### src/rtl/coin_detector.sv
// Coin sensor front-end: synchronises and debounces three raw coin lines and issues
// queued coins as one-hot single-cycle pulses, 25 kurus first, while the FSM is not holding.
module coin_detector #(
  parameter int DEBOUNCE_CYCLES = 4,
  parameter int PEND_W          = 2
) (
  input  logic clk,
  input  logic rst,
  input  logic coin5_raw,
  input  logic coin10_raw,
  input  logic coin25_raw,
  input  logic hold,
  output logic A_in,
  output logic B_in,
  output logic C_in,
  output logic pending,
  output logic ovf
);

  localparam int CNT_W = $clog2(DEBOUNCE_CYCLES + 1);
  localparam logic [CNT_W-1:0] DEB_LAST = CNT_W'(DEBOUNCE_CYCLES - 1);
  localparam logic [PEND_W-1:0] PEND_MAX = '1;

  // Channel index 0 = 5 kurus (A), 1 = 10 kurus (B), 2 = 25 kurus (C).
  logic [2:0] rawLines;
  logic [2:0] sync1_q, sync2_q;
  logic [2:0] level_q, level_d;
  logic [2:0] coinEvent;
  logic [2:0][CNT_W-1:0] bounce_q, bounce_d;
  logic [2:0][PEND_W-1:0] pend_q, pend_d;
  logic [2:0] issue_q, issue_d;
  logic [2:0] drop;
  logic ovf_q, ovf_d;

  assign rawLines = {coin25_raw, coin10_raw, coin5_raw};

  always_ff @(posedge clk or posedge rst) begin
    if (rst) begin
      sync1_q  <= '0;
      sync2_q  <= '0;
      level_q  <= '0;
      bounce_q <= '0;
      pend_q   <= '0;
      issue_q  <= '0;
      ovf_q    <= 1'b0;
    end else begin
      sync1_q  <= rawLines;
      sync2_q  <= sync1_q;
      level_q  <= level_d;
      bounce_q <= bounce_d;
      pend_q   <= pend_d;
      issue_q  <= issue_d;
      ovf_q    <= ovf_d;
    end
  end

  // The level flips on the DEBOUNCE_CYCLES-th consecutive disagreeing sample; only rises are coins.
  always_comb begin
    level_d   = level_q;
    bounce_d  = '0;
    coinEvent = '0;
    for (int i = 0; i < 3; i++) begin
      if (sync2_q[i] != level_q[i]) begin
        if (bounce_q[i] == DEB_LAST) begin
          level_d[i]   = sync2_q[i];
          coinEvent[i] = sync2_q[i];
        end else begin
          bounce_d[i] = bounce_q[i] + 1'b1;
        end
      end
    end
  end

  always_comb begin
    issue_d = '0;
    if (!hold) begin
      if (pend_q[2] != '0)      issue_d = 3'b100;
      else if (pend_q[1] != '0) issue_d = 3'b010;
      else if (pend_q[0] != '0) issue_d = 3'b001;
    end
  end

  // A same-cycle issue frees the slot, so only an event landing on a full, undrained counter is lost.
  always_comb begin
    pend_d = pend_q;
    drop   = '0;
    for (int i = 0; i < 3; i++) begin
      if (issue_d[i] && !coinEvent[i]) begin
        pend_d[i] = pend_q[i] - 1'b1;
      end else if (coinEvent[i] && !issue_d[i]) begin
        if (pend_q[i] != PEND_MAX) pend_d[i] = pend_q[i] + 1'b1;
        else                       drop[i]   = 1'b1;
      end
    end
    ovf_d = ovf_q | (|drop);
  end

  assign A_in    = issue_q[0];
  assign B_in    = issue_q[1];
  assign C_in    = issue_q[2];
  assign ovf     = ovf_q;
  assign pending = (pend_q[0] != '0) | (pend_q[1] != '0) | (pend_q[2] != '0);

endmodule

### config.mk
export PLATFORM = sky130hd
export DESIGN_NAME = coin_detector
export DESIGN_NICKNAME = d
export VERILOG_FILES = /design/src/rtl/coin_detector.sv
export SDC_FILE = /design/constraint.sdc
export NUM_CORES = 1
export LEC_CHECK = 0
export BUFFER_PORTS_ARGS = -buffer_cell sky130_fd_sc_hd__buf_2
export CAP_MARGIN = 40
export CORE_ASPECT_RATIO = 0.7
export CORE_UTILIZATION = 50
export CTS_CLUSTER_DIAMETER = 80
export DETAILED_ROUTE_END_ITERATION = 7
export GPL_ROUTABILITY_DRIVEN = 0
export GPL_TIMING_DRIVEN = 0
export PLACE_DENSITY = 0.69
export SETUP_SLACK_MARGIN = 0.2
export SYNTH_ARGS = -nofsm -noshare
export SYNTH_HDL_FRONTEND = slang
export SYNTH_SLANG_ARGS = --single-unit
export TNS_END_PERCENT = 10
### constraint.sdc
create_clock -name clk -period 1.8 [get_ports clk]
set_input_delay 0.36 -clock clk [delete_from_list [all_inputs] [get_ports clk]]
set_output_delay 0.36 -clock clk [all_outputs]
set_load 0.005 [all_outputs]
==> summary.txt <==
Clock network
  – Clock Latency Late Sink: 320 ps
  – Num CTS Buffers: 3
  – Clock transition at path regs: 140 ps
  – Clk buf depth: 2
  – CTS H-tree lvls: 1
  – CTS sink cnt: 28
  – TritonCTS clock tree: yes
  – Root buffer cell: clkbuf_4

Pwr
  – Pwr dens: 1190 mW/mm²
  – Leakage Power: 0.678 nW
  – Peak supply drop: 525 µV

Route
  – Drt wl/cell: 13.2 µm
  – DR vias: 801
  – Via-to-Cell Ratio: 5.27
  – Drc violations: 0
  – Antenna Nets Post-Route: 0
  – Drt pass-1 iters: 4
  – Routed wire length: 2.01 mm
  – Initial DRC Count: 23

Floorplan
  – Die width: 62.4 µm
  – Io pins: 11
  – Starting Density: 0.562
  – Core ar.: 0.00228 mm²
  – Die height: 44.3 µm
  – Rows: 14
  – DIE AREA: 0.00277 mm²

Cells and area
  – Layout Nets: 137
  – Layout cells sized above 1: 0.383
  – Area Growth Syn to Fin: 20.4%
  – Antenna cells: 0
  – Fillcell total: 180

Synthesis
  – Syn Area/Cell: 12.7 µm²
  – Cell Area, Synth: 0.00128 mm²
  – Mapped Nets: 116
  – Yosys reg bits: 28
  – Seq/Total Area, Yosys: 0.548
  – Synthesized netlist cell count: 101
  – Yosys warns: 0
  – Synth cell types: 22

Global route
  – First-pass GRT wire length: 3.31 mm
  – Initial antenna violation count: 0
  – GR Util All Layers: 0.163
  – Largest net degree at the start of global routing: 16
  – Gr ovfl total: 0
  – Vias in the first global route: 781

Run
  – Max_cap viols: 0

Critical path
  – Slowest CP cell: dfrtp_1
  – CP Class: flip-flop to flip-flop
  – R2R Setup Slk: 220 ps
  – WP data arrival: 1810 ps
  – Crit start category: flip-flop
  – Crit-path leading delay family: simple AND/OR/NAND/NOR gates
  – Worst EP required: 2030 ps
  – Worst-path fanout max: 4
  – CP bufs+invs: 0
  – Crit-path cells: ha_1 -> nor2b_4 -> and3b_1 -> ha_4 -> nand4bb_1 -> o211a_1
  – Worst setup EP type: flip-flop
  – Largest stage delay, worst path: 400 ps

STA
  – Achievable Freq: 631 MHz
  – Final setup margin: 216 ps
  – Unrepaired setup endpoints after global routing: true
  – Hold Fails Final Rpt: 0
  – Hold_ws: 56.8 ps
  – Crit path time final: 1580 ps
  – Clock skew: 5.52 ps
  – Final setup viols: 0
  – Setup_tns: 0 ps
  – Slew margin rel.: 0.631
  – Final period util: 0.880
  – Slew Viols, Final: 0
  – Worst-Margin Slew: 553 ps

Place
  – Pre-CTS setup slack: 87.1 ps
  – Hpwl dp: 1.38 mm
  – Port Buf Inserts: 10

Run status
  – Status: finished, final reports clean

Hold path
  – Min-Delay Path Class: primary input to async pin
worst paths after layout:
path	startpoint	endpoint	cells after the start
setup / recovery	bounce_q[6]$_DFF_PP0_	pend_q[5]$_DFFE_PP0P_	6
hold / removal	rst	sync1_q[2]$_DFF_PP0_	2
setup reg to reg	bounce_q[6]$_DFF_PP0_	pend_q[5]$_DFFE_PP0P_	6
hold reg to reg	sync1_q[1]$_DFF_PP0_	sync2_q[1]$_DFF_PP0_	0
max in group asynchronous	rst	pend_q[1]$_DFFE_PP0P_	3
min in group clk	coin25_raw	sync1_q[2]$_DFF_PP0_	1
synthesized netlist by cell type:
cell type / n / area (µm²)
nand2b_1: 3 / 18.8
xnor2_1: 3 / 26.3
mux2_2: 3 / 33.8
nor2_1: 4 / 15.0
dfrtp_1: 28 / 701
nand4b_1: 4 / 35.0
nand3_1: 1 / 5.00
nor3_2: 1 / 10.0
nand3b_1: 4 / 30.0
o211a_1: 3 / 30.0
inv_1: 1 / 3.75
o21ai_0: 1 / 5.00
ha_1: 9 / 113
or2_2: 1 / 6.26
a21oi_1: 6 / 30.0
or3_1: 3 / 18.8
nor2b_2: 3 / 26.3
nor2b_1: 8 / 50.1
nand4bb_1: 3 / 33.8
and3b_1: 4 / 35.0
nor3_1: 3 / 15.0
nor3b_1: 5 / 37.5
power breakdown:
group | total [mW] | leakage, nW | switching (mW) | internal, mW
logic | 0.598 | 0.320 | 0.238 | 0.360
clock network | 0.250 | 0.0138 | 0.172 | 0.0784
registers | 0.982 | 0.344 | 0.183 | 0.799
state kept, by name, indices dropped and copies added (netlist names):
register  cells
issue_q       3
level_q       3
pend_q        6
sync1_q       3
ovf           1
bounce_q      9
sync2_q       3
metal layers:
layer	global-route usage	wire length, µm
met1	0.198	1010
met2	0.280	932
met3	0.0541	53
met4	0.0558	13
met5	0	0
logic make-up after synthesis:
family          Yosys count  synth area share
compound gates           10            0.0509
buf+inv                   1           0.00293
xor+xnor                  3            0.0206
fa+ha+maj                 9            0.0881
flops                    28             0.548
mux                       3            0.0264
simple gates             47             0.263
cell type report:
type / instances / area (µm²) / area share
Multi-Input combinational cell: 72 / 663 / 0.431
Timing Repair Buffer: 16 / 103 / 0.0667
Tap cell: 32 / 40.0 / 0.0260
Inverter: 1 / 3.75 / 0.00244
Clock buffer: 3 / 22.5 / 0.0146
Sequential cell: 28 / 707 / 0.459
cell usage in the layout, fill, tap and decap left out, types with 2 or more instances in the layout:
master,netlist,layout
dfrtp_1,28,23
buf_2,0,10
nor2b_1,8,7
a21oi_1,6,6
nor3b_1,5,5
ha_2,0,5
dfrtp_2,0,5
buf_4,0,5
nand3b_1,4,4
nand4b_1,4,4
nand4bb_1,3,3
or3_1,3,3
o211a_1,3,3
xnor2_1,3,3
nor2b_4,0,3
nor3_1,3,3
mux2_2,3,3
nand2b_1,3,3
ha_4,0,3
clkbuf_4,0,3
and3b_2,0,2
nor2_2,0,2
and3b_1,4,2
metrics by stage:
step	utilization	std cells	area (µm²)	total power [mW]
2_1_floorplan	-	101	1290	1.34
3_3_place_gp	0.607	143	1380	1.43
3_5_place_dp	0.613	144	1400	1.46
4_1_cts	0.651	148	1480	1.77
5_1_grt	0.676	152	1540	1.96
6_report	0.676	152	1540	1.83
repair_timing:
item	CTS	global route
gates cloned	0	0
endpoints found under the setup margin	8	6
hold buffers	0	0
gates resized for setup	12	12
setup buffers	1	4
pin swaps	4	9
Power figures use the tool's default switching activity.
